$ cat config.mk
export PLATFORM = sky130hd
export DESIGN_NAME = seq_det_ctrl
export DESIGN_NICKNAME = d
export VERILOG_FILES = /design/src/rtl/seq_det_ctrl.sv
export SDC_FILE = /design/constraint.sdc
export NUM_CORES = 1
export LEC_CHECK = 0
export ABC_CLOCK_PERIOD_IN_PS = 2300
export BUFFER_PORTS_ARGS = -buffer_cell sky130_fd_sc_hd__buf_2
export CORE_MARGIN = 2
export CORE_UTILIZATION = 50
export DETAILED_ROUTE_END_ITERATION = 6
export PLACE_DENSITY = 0.76
export SYNTH_ARGS = -nofsm -noshare
export SYNTH_HDL_FRONTEND = slang
export SYNTH_SLANG_ARGS = --single-unit
export TNS_END_PERCENT = 1
$ cat constraint.sdc
create_clock -name clk -period 2.3 [get_ports clk]
set_input_delay 0.23 -clock clk [delete_from_list [all_inputs] [get_ports clk]]
set_output_delay 0.23 -clock clk [all_outputs]
set_load 0.02 [all_outputs]
$ cat src/rtl/seq_det_ctrl.sv
// Serial pattern detector with configurable pattern, length, overlap mode and
// match-count target. Config is shadowed in IDLE; a run ends on target, abort or reset.
//
// state | meaning
// IDLE  | accepting config writes and start requests
// RUN   | shifting qualified bits and counting matches
// DONE  | target reached; done pulse, then back to IDLE
module seq_det_ctrl #(
    parameter int CNT_W = 8
) (
    input  logic             clk,
    input  logic             rst,
    input  logic             cfg_we,
    input  logic [7:0]       cfg_pattern,
    input  logic [3:0]       cfg_len,
    input  logic             cfg_overlap,
    input  logic [CNT_W-1:0] cfg_target,
    input  logic             start,
    input  logic             abort,
    input  logic             in,
    input  logic             in_valid,
    output logic             busy,
    output logic             match,
    output logic [CNT_W-1:0] match_cnt,
    output logic             done,
    output logic             err
);

    typedef enum logic [1:0] {
        IDLE = 2'd0,
        RUN  = 2'd1,
        DONE = 2'd2
    } state_t;

    state_t           state, state_nxt;
    logic [7:0]       pat, pat_nxt;
    logic [3:0]       len, len_nxt;
    logic             ovl, ovl_nxt;
    logic [CNT_W-1:0] tgt, tgt_nxt;
    logic [7:0]       hist, hist_nxt;
    logic [3:0]       fill, fill_nxt;
    logic [CNT_W-1:0] cnt_nxt;
    logic             match_nxt, done_nxt, err_nxt;

    logic [7:0]       shift_hist;
    logic [3:0]       shift_fill;
    logic [8:0]       mask9;
    logic             hit;
    logic [CNT_W-1:0] cnt_inc;
    logic             cfg_bad;

    assign busy = (state == RUN);

    always_ff @(posedge clk) begin
        if (rst) begin
            state     <= IDLE;
            pat       <= '0;
            len       <= '0;
            ovl       <= 1'b0;
            tgt       <= '0;
            hist      <= '0;
            fill      <= '0;
            match_cnt <= '0;
            match     <= 1'b0;
            done      <= 1'b0;
            err       <= 1'b0;
        end else begin
            state     <= state_nxt;
            pat       <= pat_nxt;
            len       <= len_nxt;
            ovl       <= ovl_nxt;
            tgt       <= tgt_nxt;
            hist      <= hist_nxt;
            fill      <= fill_nxt;
            match_cnt <= cnt_nxt;
            match     <= match_nxt;
            done      <= done_nxt;
            err       <= err_nxt;
        end
    end

    always_comb begin
        state_nxt = state;
        pat_nxt   = pat;
        len_nxt   = len;
        ovl_nxt   = ovl;
        tgt_nxt   = tgt;
        hist_nxt  = hist;
        fill_nxt  = fill;
        cnt_nxt   = match_cnt;
        match_nxt = 1'b0;
        done_nxt  = 1'b0;
        err_nxt   = 1'b0;

        // Match is judged on the post-shift history so it registers on the completing edge
        shift_hist = {hist[6:0], in};
        shift_fill = (fill >= 4'd8) ? 4'd8 : fill + 4'd1;
        mask9      = (9'd1 << len) - 9'd1;
        hit        = (shift_fill >= len) && (((shift_hist ^ pat) & mask9[7:0]) == 8'd0);
        cnt_inc    = match_cnt + CNT_W'(1);
        cfg_bad    = (len == 4'd0) || (len > 4'd8) || (tgt == '0);

        case (state)
            IDLE: begin
                if (cfg_we) begin
                    pat_nxt = cfg_pattern;
                    len_nxt = cfg_len;
                    ovl_nxt = cfg_overlap;
                    tgt_nxt = cfg_target;
                end else if (start) begin
                    if (cfg_bad) begin
                        err_nxt = 1'b1;
                    end else begin
                        state_nxt = RUN;
                        hist_nxt  = '0;
                        fill_nxt  = '0;
                        cnt_nxt   = '0;
                    end
                end
            end
            RUN: begin
                if (abort) begin
                    state_nxt = IDLE;
                end else if (in_valid) begin
                    hist_nxt = shift_hist;
                    fill_nxt = shift_fill;
                    if (hit) begin
                        match_nxt = 1'b1;
                        cnt_nxt   = cnt_inc;
                        if (!ovl) fill_nxt = '0;
                        if (cnt_inc == tgt) begin
                            state_nxt = DONE;
                            done_nxt  = 1'b1;
                        end
                    end
                end
            end
            DONE: begin
                state_nxt = IDLE;
            end
            default: begin
                state_nxt = IDLE;
            end
        endcase
    end

endmodule

# Yosys cells after proc, flatten, opt, wreduce, memory -nomap -nowiden
# Index checks and enable logic that the tools add are counted.
dict set report totals {
  regBits 45
  latch_bits 0
  ramBits 0
  rom_bits 0
  output_inout_bits 12
  word_cells 81
  n_memories 0
}
dict set report op_classes {
  addsub 3
  n_mul 0
  n_div 0
  order_cmp 3
  eq_ne 11
  shift 1
  muxes 30
  bitwise 7
  reduce_logical 15
}
# op count
set op_table {}
lappend op_table {{two-way mux 8 bit} 6}
lappend op_table {{two-way mux 4 bit} 8}
lappend op_table {{logical NOT 8 bit} 2}
lappend op_table {{one-hot mux 8 bit (2 select lines)} 1}
lappend op_table {{two-way mux 2 bit} 7}
lappend op_table {{two-way mux 7 bit} 2}
lappend op_table {{one-hot mux 7 bit (2 select lines)} 1}
lappend op_table {{AND reduction 6 bit} 2}
lappend op_table {{!= test 2 bit, second input constant} 5}
lappend op_table {{adder 8 x 1 -> 8 bit, second input constant} 1}
lappend op_table {{bitwise AND 8 bit} 1}
lappend op_table {{equality test 8 bit} 1}
lappend op_table {{one-hot mux 4 bit (2 select lines)} 1}
lappend op_table {{OR reduction 4 bit} 2}
lappend op_table {{<< shifter 1 x 4 -> 8 bit, first input constant} 1}
lappend op_table {{subtractor 8 x 1 -> 8 bit, second input constant} 1}
lappend op_table {{XOR 8 bit} 1}
lappend op_table {{AND reduction 7 bit} 1}
lappend op_table {{!= test 3 x 2 -> 1 bit, second input constant} 2}
lappend op_table {{NOT 1 bit} 5}
lappend op_table {{OR reduction 5 bit} 1}
lappend op_table {{adder 4 x 1 -> 4 bit, second input constant} 1}
lappend op_table {{>= comparator 4 bit} 1}
lappend op_table {{>= comparator 4 bit, second input constant} 1}
lappend op_table {{other kinds (12)} 15}

# Longest topological paths before layout
dict set report logic_depth {
  depth_word 9
  depth_mapped 13
  mapped_depth_nobuf 12
}

# Worst setup path before layout
# No wires, ideal clock.
dict set report synth_path {
  kind {reg2reg}
  startpoint {register fill[0]}
  endpoint {register match_cnt[6]}
  t_arrival_ps 2369
  setup_slack_ps -188
  stages_incl_launch_ff 13
  path_buffers 1
  cell_sequence {dfxtp_1 > inv_1 > ha_1 > nand2b_1 > inv_1 > ha_1 > a2111oi_0 > a211oi_2 > o211ai_1 > or3_4 > buf_6 > o211a_1 > a211o_1}
}
dict set report synth_via {
  elab_chain_len 6
}
# element line
set synth_lines {}
lappend synth_lines {{from (decl)} 41} ;# logic [3:0] fill, fill_nxt;
lappend synth_lines {{from (signal assigned)} 74} ;# fill <= fill_nxt;
lappend synth_lines {{adder 4 x 1 -> 4 bit or >= comparator 4 bit (tied branches)} 97} ;# shift_fill = (fill >= 4'd8) ? 4'd8 : fill + 4'd1;
lappend synth_lines {{two-way mux 4 bit (*)} 97}
lappend synth_lines {{>= comparator 4 bit (*)} 99} ;# hit = (shift_fill >= len) && (((shift_hist ^ pat) & mask9[7:0]) == 8'd0);
lappend synth_lines {{logical AND 1 bit (*)} 99}
lappend synth_lines {{!= test 2 x 1 -> 1 bit (no line) (*)} n/a}
lappend synth_lines {{AND reduction 7 bit (no line) (*)} n/a}
lappend synth_lines {{to (signal assigned)} 75} ;# match_cnt <= cnt_nxt;
lappend synth_lines {{to (decl)} 24} ;# output logic [CNT_W-1:0] match_cnt,
# Every way passes the cells marked *; elsewhere a longest branch is shown, timed or not.
# A chain may end at the register's enable or synchronous reset.

# Worst setup path after layout
dict set report layout_path {
  startpoint {register fill[1]}
  endpoint {register match_cnt[5]}
}
# The elaborated chain is that of the path after synthesis.

==> summary.md <==
| Metric | Value |
|---|---|
| Ys async rst share | 0% |
| Startpoint types | flip-flop |
| CTS root buf | clkbuf_8 |
| Routed wire length | 5.65 mm |
| FF-to-FF End | match_cnt[5] |
| CP max stage cell | or4_1 |
| Clock Tree Buf Depth | 2 |
| Failing checks | setup timing |
| Setup violators final | 16 |
| Reg2reg path depth | 11 |
| First-pass GRT wire length | roughly 9 mm |
| Die W | 73.2 um |
| CORE AREA | roughly 4700 um^2 |
| Hold path depth | 2 |
| TritonRoute pass-1 iters | 5 |
| Simple-Gate Fraction of Synth Area | approximately 25% |
| CP arrival | roughly 2.8 ns |
| Most common cell after layout, fill and taps aside | nand2_1 |
| Synth Warn # | 0 |
| Multiplexer area fraction after synthesis | 0.418% |
| Required @ worst endpoint | 2.54 ns |
| Final antenna-violating net count | 0 |
| Complex-gate fraction of the synthesized area | a little under a fifth |
| Final WS setup | -0.265 ns |
| Crit path capture type | flip-flop |
| Largest fanout on the critical path | 7 |
| Seq/Total Area, Yosys | a little under two fifths |
| Diode count | 0 |
| FP Rows | 25 |
| Initial antenna violation count | 0 |
| DRC | 0 |
| Tot Pwr | 1.59 mW |
| Flops & latches, synth | between 40 and 50 |
| H-tree Lvls | 2 |
| Leak | ~1.2 nW |
| WL per Instance | ~14 um |
| GR Util All Layers | approximately 22% |
| Slew margin rel. | between 50% and 60% |
| Max cap viols | 0 |
| VDD IR max | ~0.37 mV |
| Adder-cell area share of the yosys netlist | 4.18% |
| Final min period | roughly 2.6 ns |
| Setup tns final | -2.62 ns |
| Post-synth EDFFs | 0 |
| Cts bufs inserted | 5 |
| Layout cells sized above 1 | 22.8% |
| Via count | about 2,200 |
| Die height | 73.2 um |
| Biggest cell delay along the critical path | around 0.53 ns |
| Pre-CTS setup slack | -0.300 ns |
| Worst-path clk slew | ~0.090 ns |
| Total grt overflow | 0 |
| R2r setup slk | -0.26 ns |
| Hold/Removal Path Class | in -> reg |
| P per Cell Area | about 560 nW/um^2 |
| Hold endpoint | state[0] |
| Placed Instance Area | around 2700 um^2 |
| Worst Max-Slew Pin Slew | approximately 0.75 ns |
| Post-DP HPWL | approximately 4 mm |
| Via density | around 5.6 |
| Worst r2r src | fill[1] |
| CP Class | reg -> reg |
| Post-route clock period utilization | 112% |
| Final hold slack | between 0.15 and 0.2 ns |
| Fillers | 431 |
| HP Start | abort |
| Post-CTS setup buffers | 0 |
| Unique masters post-synth | 56 |
| Initial Utilization | 51.4% |
| Global placement routability congestion | slightly below 0.9 |
| Layout overhead on the synthesized area | 17.5% |
| Worst-Skew Late Latency | roughly 0.3 ns |
| Largest net degree at the start of global routing | 36 |
| Largest family of logic cells by synthesized area | simple AND/OR/NAND/NOR gates |
| Hold Fails Final Rpt | 0 |
| Critical path cell sequence | ha_4 > xnor2_4 > nor2_1 > ha_1 > o21a_1 > o22ai_1 > a211oi_2 > o211ai_1 > or3_4 > or4_1 > nand3_1 |
| DRT iter0 DRCs | 97 |
| CTS tree | yes |
| Layout Nets | around 380 |
| Vias in the first global route | ~2,100 |
| CTS Sinks | 45 |
| Synthesized area | ~2400 um^2 |
| Fin area | ~2800 um^2 |
| Syn nets | about 340 |
| Main synth FF type | dfxtp_1 |
| Buffers on Ports | 39 |
| F_max | 0.390 GHz |
| Post-synthesis cell count | 302 |
| Status | finished with violations |
| Die area | 5360 um^2 |
| Xor/xnor share of the synthesized area | under 10% |
| Final core occ | between 60% and 70% |
| Placed Cells | 392 |
| RSZ-0062 raised after global routing | yes |
| Clock skew | approximately 0.0087 ns |
| Most frequent cells in the layout | nand2_1 (61), dfxtp_1 (43), buf_2 (39) |
| Final Max Slew Viols | 0 |
| Fin cells | 400 |
| Io pins | 40 |
| Synth Area per Inst | ~7.9 um^2 |
## how the worst max path moves through the flow
stage	startpoint	end	slack (ns)
floorplan	fill[0]	match_cnt[6]	-0.16
global placement	fill[0]	match_cnt[5]	-0.22
CTS	fill[1]	match_cnt[5]	-0.26
finish	fill[1]	match_cnt[5]	-0.26
detailed placement	fill[0]	match_cnt[5]	-0.30
global route	fill[0]	state[0]	-0.37
## report_power, final
part | leakage, nW | total [mW] | internal, mW | switching, mW
registers | 0.368 | 0.826 | 0.801 | 0.0244
logic | 0.780 | 0.271 | 0.115 | 0.155
clock network | 0.0445 | 0.490 | 0.211 | 0.279
## layout make-up
class / count / area (um^2) / share of cell area [%]
inverters: 14 / 52.6 / 1.87
clock buffers: 5 / 68.8 / 2.44
flip-flops and latches: 45 / 908 / 32.3
well taps: 54 / 67.6 / 2.40
repair buffers: 54 / 308 / 10.9
multi-input cells: 226 / 1400 / 49.6
clock inverters: 2 / 15.0 / 0.533
## cells in the mapped netlist (2+ instances only)
cell / instances / area share [%]
clkbuf_1: 9 / 1.4
dfxtp_1: 45 / 38
inv_2: 2 / 0.31
nand2_1: 61 / 9.6
nor3_1: 6 / 1.3
o31ai_1: 2 / 0.63
xnor2_1: 14 / 5.1
buf_2: 3 / 0.63
inv_1: 10 / 1.6
nor2b_1: 2 / 0.52
o21ai_1: 3 / 0.63
nand2b_1: 4 / 1.0
a211o_1: 3 / 1.1
o211ai_1: 4 / 1.3
nor2_1: 23 / 3.6
o21ai_0: 4 / 0.84
nand3_1: 7 / 1.5
a31oi_1: 3 / 0.78
a21oi_1: 31 / 6.5
ha_1: 8 / 4.2
buf_4: 2 / 0.63
o211a_1: 3 / 1.3
xor2_1: 8 / 2.9
o22ai_1: 2 / 0.52
or3_1: 3 / 0.78
nor4_1: 7 / 1.8
clkinv_1: 2 / 0.31
buf_6: 3 / 1.4
## flip-flops by register name (all words and copies together), names as in the netlist, 2 cells and up
signal     count
match_cnt      8
tgt            8
len            4
hist           7
pat            8
fill           4
state          2
## what timing repair did
item	in CTS	in global routing
setup endpoints to repair	16	16
endpoints found under the hold margin	0	0
pin swaps	8	0
gates resized for setup	4	1
gates cloned	1	0
hold buffers	0	0
## layer usage
metal  up-vias  share of wire (%)  track usage (%)
met2        62                 48             34.3
met4         0               0.99             7.20
met3         5                4.9             4.56
li1       1119                  -                -
met5         -                  0                0
met1      1044                 46             30.2
## worst max-delay path, delay by kind of cell (launching register included)
kind / cells / cell delay (ns)
AO/OA/AOI/OAI: 4 / 0.47
XOR/XNOR: 1 / 0.13
adder cells (fa/ha/maj): 2 / 0.46
flip-flops: 1 / 0.37
AND/OR/NAND/NOR: 4 / 1.08
## cell families (layout without fill, tap and decap cells)
kind of cell / Yosys count / in the layout
flops: 45 / 45
compound gates: 67 / 67
xor+xnor: 22 / 22
simple gates: 127 / 128
buf+inv: 32 / 75
mux: 1 / 1
fa+ha+maj: 8 / 8
Power figures use the tool's default switching activity.
